File: src/rtl/io_pkg.sv
// Shared constants and state encoding for the I/O request arbiter.
package io_pkg;

   localparam int unsigned NUM_IO_DEV = 16;
   localparam int unsigned IO_ADDR_W  = 4;

   typedef enum logic [1:0] {
      IDLE  = 2'd0,
      DRIVE = 2'd1,
      TURN  = 2'd2
   } io_state_e;

   // One-hot word for a device index.
   function automatic logic [NUM_IO_DEV-1:0] io_onehot(input logic [IO_ADDR_W-1:0] idx);
      return NUM_IO_DEV'(1) << idx;
   endfunction

endpackage

File: src/rtl/io_request_arbiter_rr_pick.sv
// Round-robin pick: first set request at or above ptr, wrapping 15->0.
module rr_pick
   import io_pkg::*;
(
   input  logic [NUM_IO_DEV-1:0] req,
   input  logic [IO_ADDR_W-1:0]  ptr,
   output logic [IO_ADDR_W-1:0]  idx,
   output logic                  valid
);

   logic [NUM_IO_DEV-1:0] rot;
   logic [IO_ADDR_W-1:0]  off;

   // Rotate so that bit 0 of rot is the device at ptr; 4-bit index math wraps.
   always_comb begin
      rot = '0;
      for (int i = 0; i < int'(NUM_IO_DEV); i++) begin
         rot[i] = req[IO_ADDR_W'(i) + ptr];
      end
   end

   // Priority encode the lowest set bit of the rotated vector.
   always_comb begin
      off   = '0;
      valid = 1'b0;
      for (int i = int'(NUM_IO_DEV) - 1; i >= 0; i--) begin
         if (rot[i]) begin
            off   = IO_ADDR_W'(i);
            valid = 1'b1;
         end
      end
   end

   assign idx = ptr + off;

endmodule

File: src/rtl/io_request_arbiter.sv
// Round-robin arbiter selecting one of 16 I/O devices for the address decoder.
module io_request_arbiter
   import io_pkg::*;
#(
   parameter int unsigned TIMEOUT_CYCLES = 255,
   parameter int unsigned TO_W           = 8
)(
   input  logic                  clk,
   input  logic                  rst,
   input  logic [NUM_IO_DEV-1:0] io_req,
   input  logic                  bus_free,
   input  logic                  io_ack,
   output logic [IO_ADDR_W-1:0]  io_addr,
   output logic                  io_addr_read,
   output logic [NUM_IO_DEV-1:0] io_grant,
   output logic                  io_busy,
   output logic                  io_timeout
);

   io_state_e            state, state_nxt;
   logic [IO_ADDR_W-1:0] sel, sel_nxt;
   logic [IO_ADDR_W-1:0] ptr, ptr_nxt;
   logic [TO_W-1:0]      cnt, cnt_nxt;
   logic                 abandon, abandon_nxt;

   logic [IO_ADDR_W-1:0]  pick_idx;
   logic                  pick_valid;

   logic                  read_c;
   logic [NUM_IO_DEV-1:0] grant_c;
   logic                  busy_c;
   logic                  timeout_c;

   rr_pick u_pick (
      .req   (io_req),
      .ptr   (ptr),
      .idx   (pick_idx),
      .valid (pick_valid)
   );

   // FSM and arbitration state register.
   always_ff @(posedge clk or posedge rst) begin
      if (rst) begin
         state   <= IDLE;
         sel     <= '0;
         ptr     <= '0;
         cnt     <= '0;
         abandon <= 1'b0;
      end else begin
         state   <= state_nxt;
         sel     <= sel_nxt;
         ptr     <= ptr_nxt;
         cnt     <= cnt_nxt;
         abandon <= abandon_nxt;
      end
   end

   // Next-state logic; ack takes priority over the timeout in DRIVE.
   always_comb begin
      state_nxt   = state;
      sel_nxt     = sel;
      ptr_nxt     = ptr;
      cnt_nxt     = cnt;
      abandon_nxt = abandon;
      unique case (state)
         IDLE: begin
            cnt_nxt     = '0;
            abandon_nxt = 1'b0;
            if (bus_free && pick_valid) begin
               sel_nxt   = pick_idx;
               state_nxt = DRIVE;
            end
         end
         DRIVE: begin
            cnt_nxt = cnt + TO_W'(1);
            if (io_ack) begin
               state_nxt   = TURN;
               ptr_nxt     = sel + IO_ADDR_W'(1);
               abandon_nxt = 1'b0;
            end else if (cnt == TO_W'(TIMEOUT_CYCLES - 1)) begin
               state_nxt   = TURN;
               ptr_nxt     = sel + IO_ADDR_W'(1);
               abandon_nxt = 1'b1;
            end
         end
         TURN: begin
            cnt_nxt   = '0;
            state_nxt = IDLE;
         end
         default: begin
            state_nxt = IDLE;
         end
      endcase
   end

   // Output decode of the current state, registered below.
   always_comb begin
      read_c    = (state == DRIVE);
      grant_c   = read_c ? io_onehot(sel) : '0;
      busy_c    = (state != IDLE);
      timeout_c = (state == TURN) && abandon;
   end

   // Output register; io_addr keeps the last selection after the grant ends.
   always_ff @(posedge clk or posedge rst) begin
      if (rst) begin
         io_addr      <= '0;
         io_addr_read <= 1'b0;
         io_grant     <= '0;
         io_busy      <= 1'b0;
         io_timeout   <= 1'b0;
      end else begin
         io_addr      <= sel;
         io_addr_read <= read_c;
         io_grant     <= grant_c;
         io_busy      <= busy_c;
         io_timeout   <= timeout_c;
      end
   end

endmodule
File: config.mk
export PLATFORM = sky130hd
export DESIGN_NAME = io_request_arbiter
export DESIGN_NICKNAME = d
export VERILOG_FILES = /design/src/rtl/io_pkg.sv /design/src/rtl/io_request_arbiter_rr_pick.sv /design/src/rtl/io_request_arbiter.sv
export SDC_FILE = /design/constraint.sdc
export NUM_CORES = 1
export LEC_CHECK = 0
export CORE_MARGIN = 2
export CORE_UTILIZATION = 46
export DETAILED_ROUTE_END_ITERATION = 16
export GPL_TIMING_DRIVEN = 0
export PLACE_DENSITY_LB_ADDON = 0.3
export SLEW_MARGIN = 20
export SYNTH_ARGS = -nofsm -noshare
export SYNTH_HDL_FRONTEND = slang
export SYNTH_SLANG_ARGS = --single-unit
File: constraint.sdc
create_clock -name clk -period 5.05 [get_ports clk]
set_clock_uncertainty 0.05 [all_clocks]
set_input_delay 1.01 -clock clk [delete_from_list [all_inputs] [get_ports clk]]
set_output_delay 1.01 -clock clk [all_outputs]
set_load 0.05 [all_outputs]
==> results of run 1 <==
-- state kept, by name, indices dropped and copies added, names as in the netlist --
signal,flops
state,2
io_addr,4
io_busy,1
cnt,8
io_addr_read,1
io_timeout,1
io_grant,16
abandon,1
sel,4
ptr,4
-- report_power, final --
group | leakage [uW] | switching (uW) | internal, uW
logic | 0.00103 | 1030 | 935
registers | 0.000547 | 82.4 | 415
clock network | 0.0000383 | 105 | 95.1
-- metrics by stage --
stage               util (%)  area, um^2
floorplan                  -        3024
global placement       55.76        3541
detailed placement     56.08        3561
CTS                    57.28        3637
global route           57.28        3637
finish                 57.28        3637
-- worst max-delay path by stage --
stage                        end  cells past startpoint
final                     sel[3]                     16
after global routing      sel[3]                     16
after CTS                 sel[3]                     16
after detailed placement  sel[3]                     16
after global placement    sel[3]                     16
after floorplan           sel[3]                     17
-- logic make-up after synthesis --
kind of cell	Yosys count	synth area share [%]
DFF	42	34.75
adders and majority gates	19	8.109
and+or+nand+nor	68	13.12
AOI/OAI and AO/OA	29	6.538
muxes	49	28.92
xor gates and xnor gates	17	4.923
buffers and inverters	24	3.641
-- area by class of cell --
class	instances	share of cell area, %
clock buffers	7	2.098
inverters	14	1.445
plain buffers	10	1.582
well taps	77	2.649
repair buffers	43	12.11
multi-input cells	182	51.22
flip-flops and latches	42	28.90
-- Yosys cell counts (all sizes together) (3+ instances only) --
| cell type | instances |
|---|---|
| inv | 13 |
| nand3 | 4 |
| nand2 | 9 |
| or2 | 3 |
| a21oi | 8 |
| nor2 | 9 |
| nor3 | 3 |
| o21ai | 8 |
| dfrtp | 42 |
| xor2 | 10 |
| and2 | 11 |
| mux4 | 28 |
| mux2 | 9 |
| xnor2 | 7 |
| buf | 7 |
| nor2b | 5 |
| mux2i | 12 |
| a21boi | 3 |
| clkbuf | 3 |
| and3 | 15 |
| nand2b | 5 |
| ha | 18 |
-- worst max-delay path, stage by stage, from the launching register on --
cell and delay (ps):
dfrtp_1 610, buf_2 320, inv_1 210, ha_1 330, buf_2 220, mux4_2 580, mux4_2 480, nand2b_1 190
a21oi_1 180, o311ai_1 130, and2_1 180, ha_1 260, a21o_1 170, a21oi_1 160, xor2_1 190, xnor2_1 80
mux2_4 250
-- metal layers --
metal	vias to the layer above	part of all wire [%]	global-route usage [%]	routed length, um
met1	1045	47	26.40	2878
met4	0	2.6	7.215	160
met3	15	3.1	3.113	194
li1	1014	-	-	-
met2	58	48	27.77	2955
met5	-	0	0	0
==> impl_metrics.env, run 1 <==
export IMPL_cts_hold_buf=0
export IMPL_dp_hpwl_um=4701
export IMPL_hold_path_depth=0
export IMPL_p_per_area_nw_per_um2=732.5
export IMPL_stdcell_count=375
export IMPL_final_cell_mix="42 x dfrtp_1, 42 x clkdlybuf4s50_1, 24 x mux4_2"
export IMPL_grt_max_degree=37
export IMPL_yosysWarnings=0
export IMPL_synth_seq_area_share_pct=34.75
export IMPL_synth_top_flop_cell="dfrtp_1"
export IMPL_synthTopCellsByArea="dfrtp_1 35%, mux4_2 18%, ha_1 7.4%, mux2i_1 4.0%, mux4_1 3.5%"
export IMPL_rrSetupSlack_ps=340
export IMPL_wl_um=6188
export IMPL_period_needed_ps=4712
export IMPL_finalSetupViolCount=0
export IMPL_die_area_um2=7239
export IMPL_min_to="io_addr[1]"
export IMPL_num_antenna_cells=0
export IMPL_clk_latency_ps=290
export IMPL_syn_nets=287
export IMPL_crit_start="ptr[1]"
export IMPL_dp_slack_ps=320.7
export IMPL_p_leak_uw=0.001611
export IMPL_grt_pass1_wl_um=10520
export IMPL_path_clk_slew_ps=80
export IMPL_drv_cap=0
export IMPL_status="finished clean"
export IMPL_worstReg2RegStart="ptr[1]"
export IMPL_rr_endpoint="sel[3]"
export IMPL_critPathArrivalTime_ps=4850
export IMPL_avgSynthCellArea_um2=12.19
export IMPL_drt_pre_antenna_iters=4
export IMPL_setup_tns_ps=0
export IMPL_endpoint_kind="flip-flop"
export IMPL_period_share_pct=93.31
export IMPL_cts_sinks=42
export IMPL_critPathMaxFanout=10
export IMPL_coreArea_um2=6350
export IMPL_tightest_slew_ps=506.1
export IMPL_n_fill_cell=518
export IMPL_vias=2132
export IMPL_vdd_drop_max_mv=0.4053
export IMPL_port_buffers=42
export IMPL_yosysTopAreaCell="dfrtp_1"
export IMPL_grt_ovfl_total=0
export IMPL_drive_above_1_share_pct=18.46
export IMPL_async_flop_share_pct=100.0
export IMPL_whs_ps=433.4
export IMPL_wl_per_cell_um=16.50
export IMPL_register_area_um2=1051
export IMPL_ys_ff_latch=42
export IMPL_antenna_found_initial=0
export IMPL_die_h_um=85.08
export IMPL_nNetsFinal=337
export IMPL_num_rows=29
export IMPL_maxSlewHeadroom_pct=66.15
export IMPL_cts_resized=0
export IMPL_multiInputGateArea_um2=1863
export IMPL_netlist_area_leader_share_pct=34.75
export IMPL_drv_slew=0
export IMPL_cts_tree="built"
export IMPL_synth_distinct_cells=46
export IMPL_min_from="sel[1]"
export IMPL_ioPinCount=43
export IMPL_power_uw=2664
export IMPL_area_delta_synth_final_pct=20.27
export IMPL_critical_path_required_ps=5190
export IMPL_root_buffer="clkbuf_8"
export IMPL_htreeDepth=2
export IMPL_synth_edf_count=0
export IMPL_dp_cells=368
export IMPL_drt_iter0_markers=126
export IMPL_layout_setup_ws_ps=337.6
export IMPL_die_x_um=85.08
export IMPL_grt_pass1_vias=2165
export IMPL_r2r_cells=16
export IMPL_final_antenna_net_count=0
export IMPL_post_cts_buffers=0
export IMPL_start_kind="flip-flop"
export IMPL_gr_usage_all_layers_pct=18.33
export IMPL_gp_congestion=0.8934
export IMPL_cts_buffers=5
export IMPL_hold_viol_final=0
export IMPL_vias_per_cell=5.685
export IMPL_postSynthCellCount=248
export IMPL_initial_core_util_pct=47.63
export IMPL_hold_class="reg2reg"
export IMPL_drcViolationCount=0
export IMPL_rsz0062_at_grt="false"
export IMPL_path_class="reg2reg"
export IMPL_cts_max_path_buffers=2
export IMPL_fmax_mhz=212.2
export IMPL_syn_area_um2=3024
Power figures use the tool's default switching activity.
==> run 2: changes to the inputs <==
- SLEW_MARGIN: 20 -> default
==> run 2 against run 1 <==
Net effect:
- setup slack worse by 4.4 ps
- non-clock buffer count is 1 lower
- sequential power hardly changed
- hold slack worse by 12 ps
- flip-flop and latch count stayed put
- design area is 0.38% higher
- die area stayed put
- critical path type unchanged
==> impl_metrics.env, run 2 (synthesized netlist as in run 1, its figures left out) <==
export IMPL_drt_iter0_markers=109
export IMPL_use_met3_pct=3.016
export IMPL_clk_latency_ps=290
export IMPL_ioPinCount=43
export IMPL_cts_buffers=5
export IMPL_vdd_drop_max_mv=0.4105
export IMPL_period_needed_ps=4717
export IMPL_largest_reg_flops=16
export IMPL_crit_start="ptr[1]"
export IMPL_grt_ovfl_total=0
export IMPL_fmax_mhz=212.0
export IMPL_num_antenna_cells=0
export IMPL_post_cts_buffers=0
export IMPL_path_class="reg2reg"
export IMPL_final_cell_mix="42 x dfrtp_1, 42 x clkdlybuf4s50_1, 24 x mux4_2"
export IMPL_critical_path_required_ps=5180
export IMPL_min_to="io_addr[1]"
export IMPL_gr_usage_all_layers_pct=17.96
export IMPL_met1_usage_pct=26.35
export IMPL_htreeDepth=2
export IMPL_vias_per_cell=5.640
export IMPL_area_delta_synth_final_pct=20.73
export IMPL_top_regs="io_grant (16), cnt (8)"
export IMPL_slowest_stage="dfrtp_1"
export IMPL_min_from="sel[1]"
export IMPL_rsz0062_at_grt="false"
export IMPL_drt_pre_antenna_iters=6
export IMPL_cts_tree="built"
export IMPL_critPathMaxFanout=10
export IMPL_cts_hold_buf=0
export IMPL_cts_resized=0
export IMPL_drcViolationCount=0
export IMPL_r2r_cells=16
export IMPL_die_area_um2=7239
export IMPL_cts_sinks=42
export IMPL_p_per_area_nw_per_um2=739.8
export IMPL_cpPeakStageDelay_ps=610
export IMPL_drv_cap=0
export IMPL_gp_congestion=0.8934
export IMPL_hold_viol_final=0
export IMPL_cts_max_path_buffers=2
export IMPL_die_x_um=85.08
export IMPL_port_buffers=42
export IMPL_wl_um=6131
export IMPL_setup_tns_ps=0
export IMPL_status="finished clean"
export IMPL_hold_path_depth=0
export IMPL_root_buffer="clkbuf_8"
export IMPL_largest_register="io_grant"
export IMPL_antenna_found_initial=0
export IMPL_hold_class="reg2reg"
export IMPL_power_uw=2701
export IMPL_path_delay_family="multiplexers"
export IMPL_initial_core_util_pct=47.63
export IMPL_grt_pass1_wl_um=10430
export IMPL_maxSlewHeadroom_pct=43.51
export IMPL_busiest_layer="met2"
export IMPL_vias=2115
export IMPL_drive_above_1_share_pct=19.13
export IMPL_worstReg2RegStart="ptr[1]"
export IMPL_rrSetupSlack_ps=330
export IMPL_crit_chain="buf_2 > inv_1 > ha_1 > buf_2 > mux4_2 > mux4_2 > nand2b_1 > a21oi_1 > o311ai_1 > and2_1 > ha_1 > a21o_1 > a21oi_1 > xor2_1 > xnor2_1 > mux2_4"
export IMPL_gr_usage_met2_pct=27.77
export IMPL_coreArea_um2=6350
export IMPL_rr_endpoint="sel[3]"
export IMPL_finalSetupViolCount=0
export IMPL_endpoint_kind="flip-flop"
export IMPL_die_h_um=85.08
export IMPL_drv_slew=0
export IMPL_p_leak_uw=0.001621
export IMPL_critPathArrivalTime_ps=4850
export IMPL_grt_pass1_vias=2147
export IMPL_nNetsFinal=336
export IMPL_grt_max_degree=43
export IMPL_path_clk_slew_ps=80
export IMPL_wl_per_cell_um=16.35
export IMPL_tightest_slew_ps=846.0
export IMPL_dp_hpwl_um=4621
export IMPL_num_rows=29
export IMPL_final_antenna_net_count=0
export IMPL_start_kind="flip-flop"
export IMPL_period_share_pct=93.40
export IMPL_cp_buffers_inverters=3
run 2: changes by cell type in the layout (fill, tap and decap cells not counted), sizes merged:
cell    change
buf         -1
clkbuf      +1
run 2: layout make-up:
class,count,area [um^2]
well taps,77,96.34
clock buffers,8,110.1
plain buffers,10,57.56
repair buffers,42,420.4
fillers,526,2699
inverters,14,52.55
multi-input cells,182,1863
flip-flops and latches,42,1051
run 2: power by group:
part	internal (uW)	switching [uW]	leakage (uW)
Sequential	415	83.2	0.000547
Clock	138	112	0.0000575
Combinational	932	1020	0.00102
Total	1480	1220	0.00162
run 2: routing by layer:
metal,vias up,routed length (um)
li1,1005,-
met1,1047,2884
met2,57,2954
met3,6,235
met4,0,57
met5,-,0
run 2: metrics by stage:
| stage | hold WS (ps) | std cells | utilization, % | area, um^2 | worst slack (ps) |
|---|---|---|---|---|---|
| after global placement | 410.4 | 367 | 55.76 | 3541 | 379.7 |
| after CTS | 428.4 | 375 | 57.50 | 3651 | 307.6 |
| final | 421.4 | 375 | 57.50 | 3651 | 333.3 |
| after global routing | 484.0 | 375 | 57.50 | 3651 | 18.14 |
| after detailed placement | 408.8 | 367 | 55.76 | 3541 | 319.6 |
| after floorplan | 370.1 | 248 | - | 3024 | 844.9 |
run 2: how the worst max path moves through the flow:
| stage | endpoint | slack (ps) | cells past startpoint |
|---|---|---|---|
| after floorplan | sel[3] | 840 | 17 |
| after CTS | sel[3] | 310 | 16 |
| after global placement | sel[3] | 380 | 16 |
| final | sel[3] | 330 | 16 |
| after detailed placement | sel[3] | 320 | 16 |
| after global routing | sel[3] | 20 | 16 |
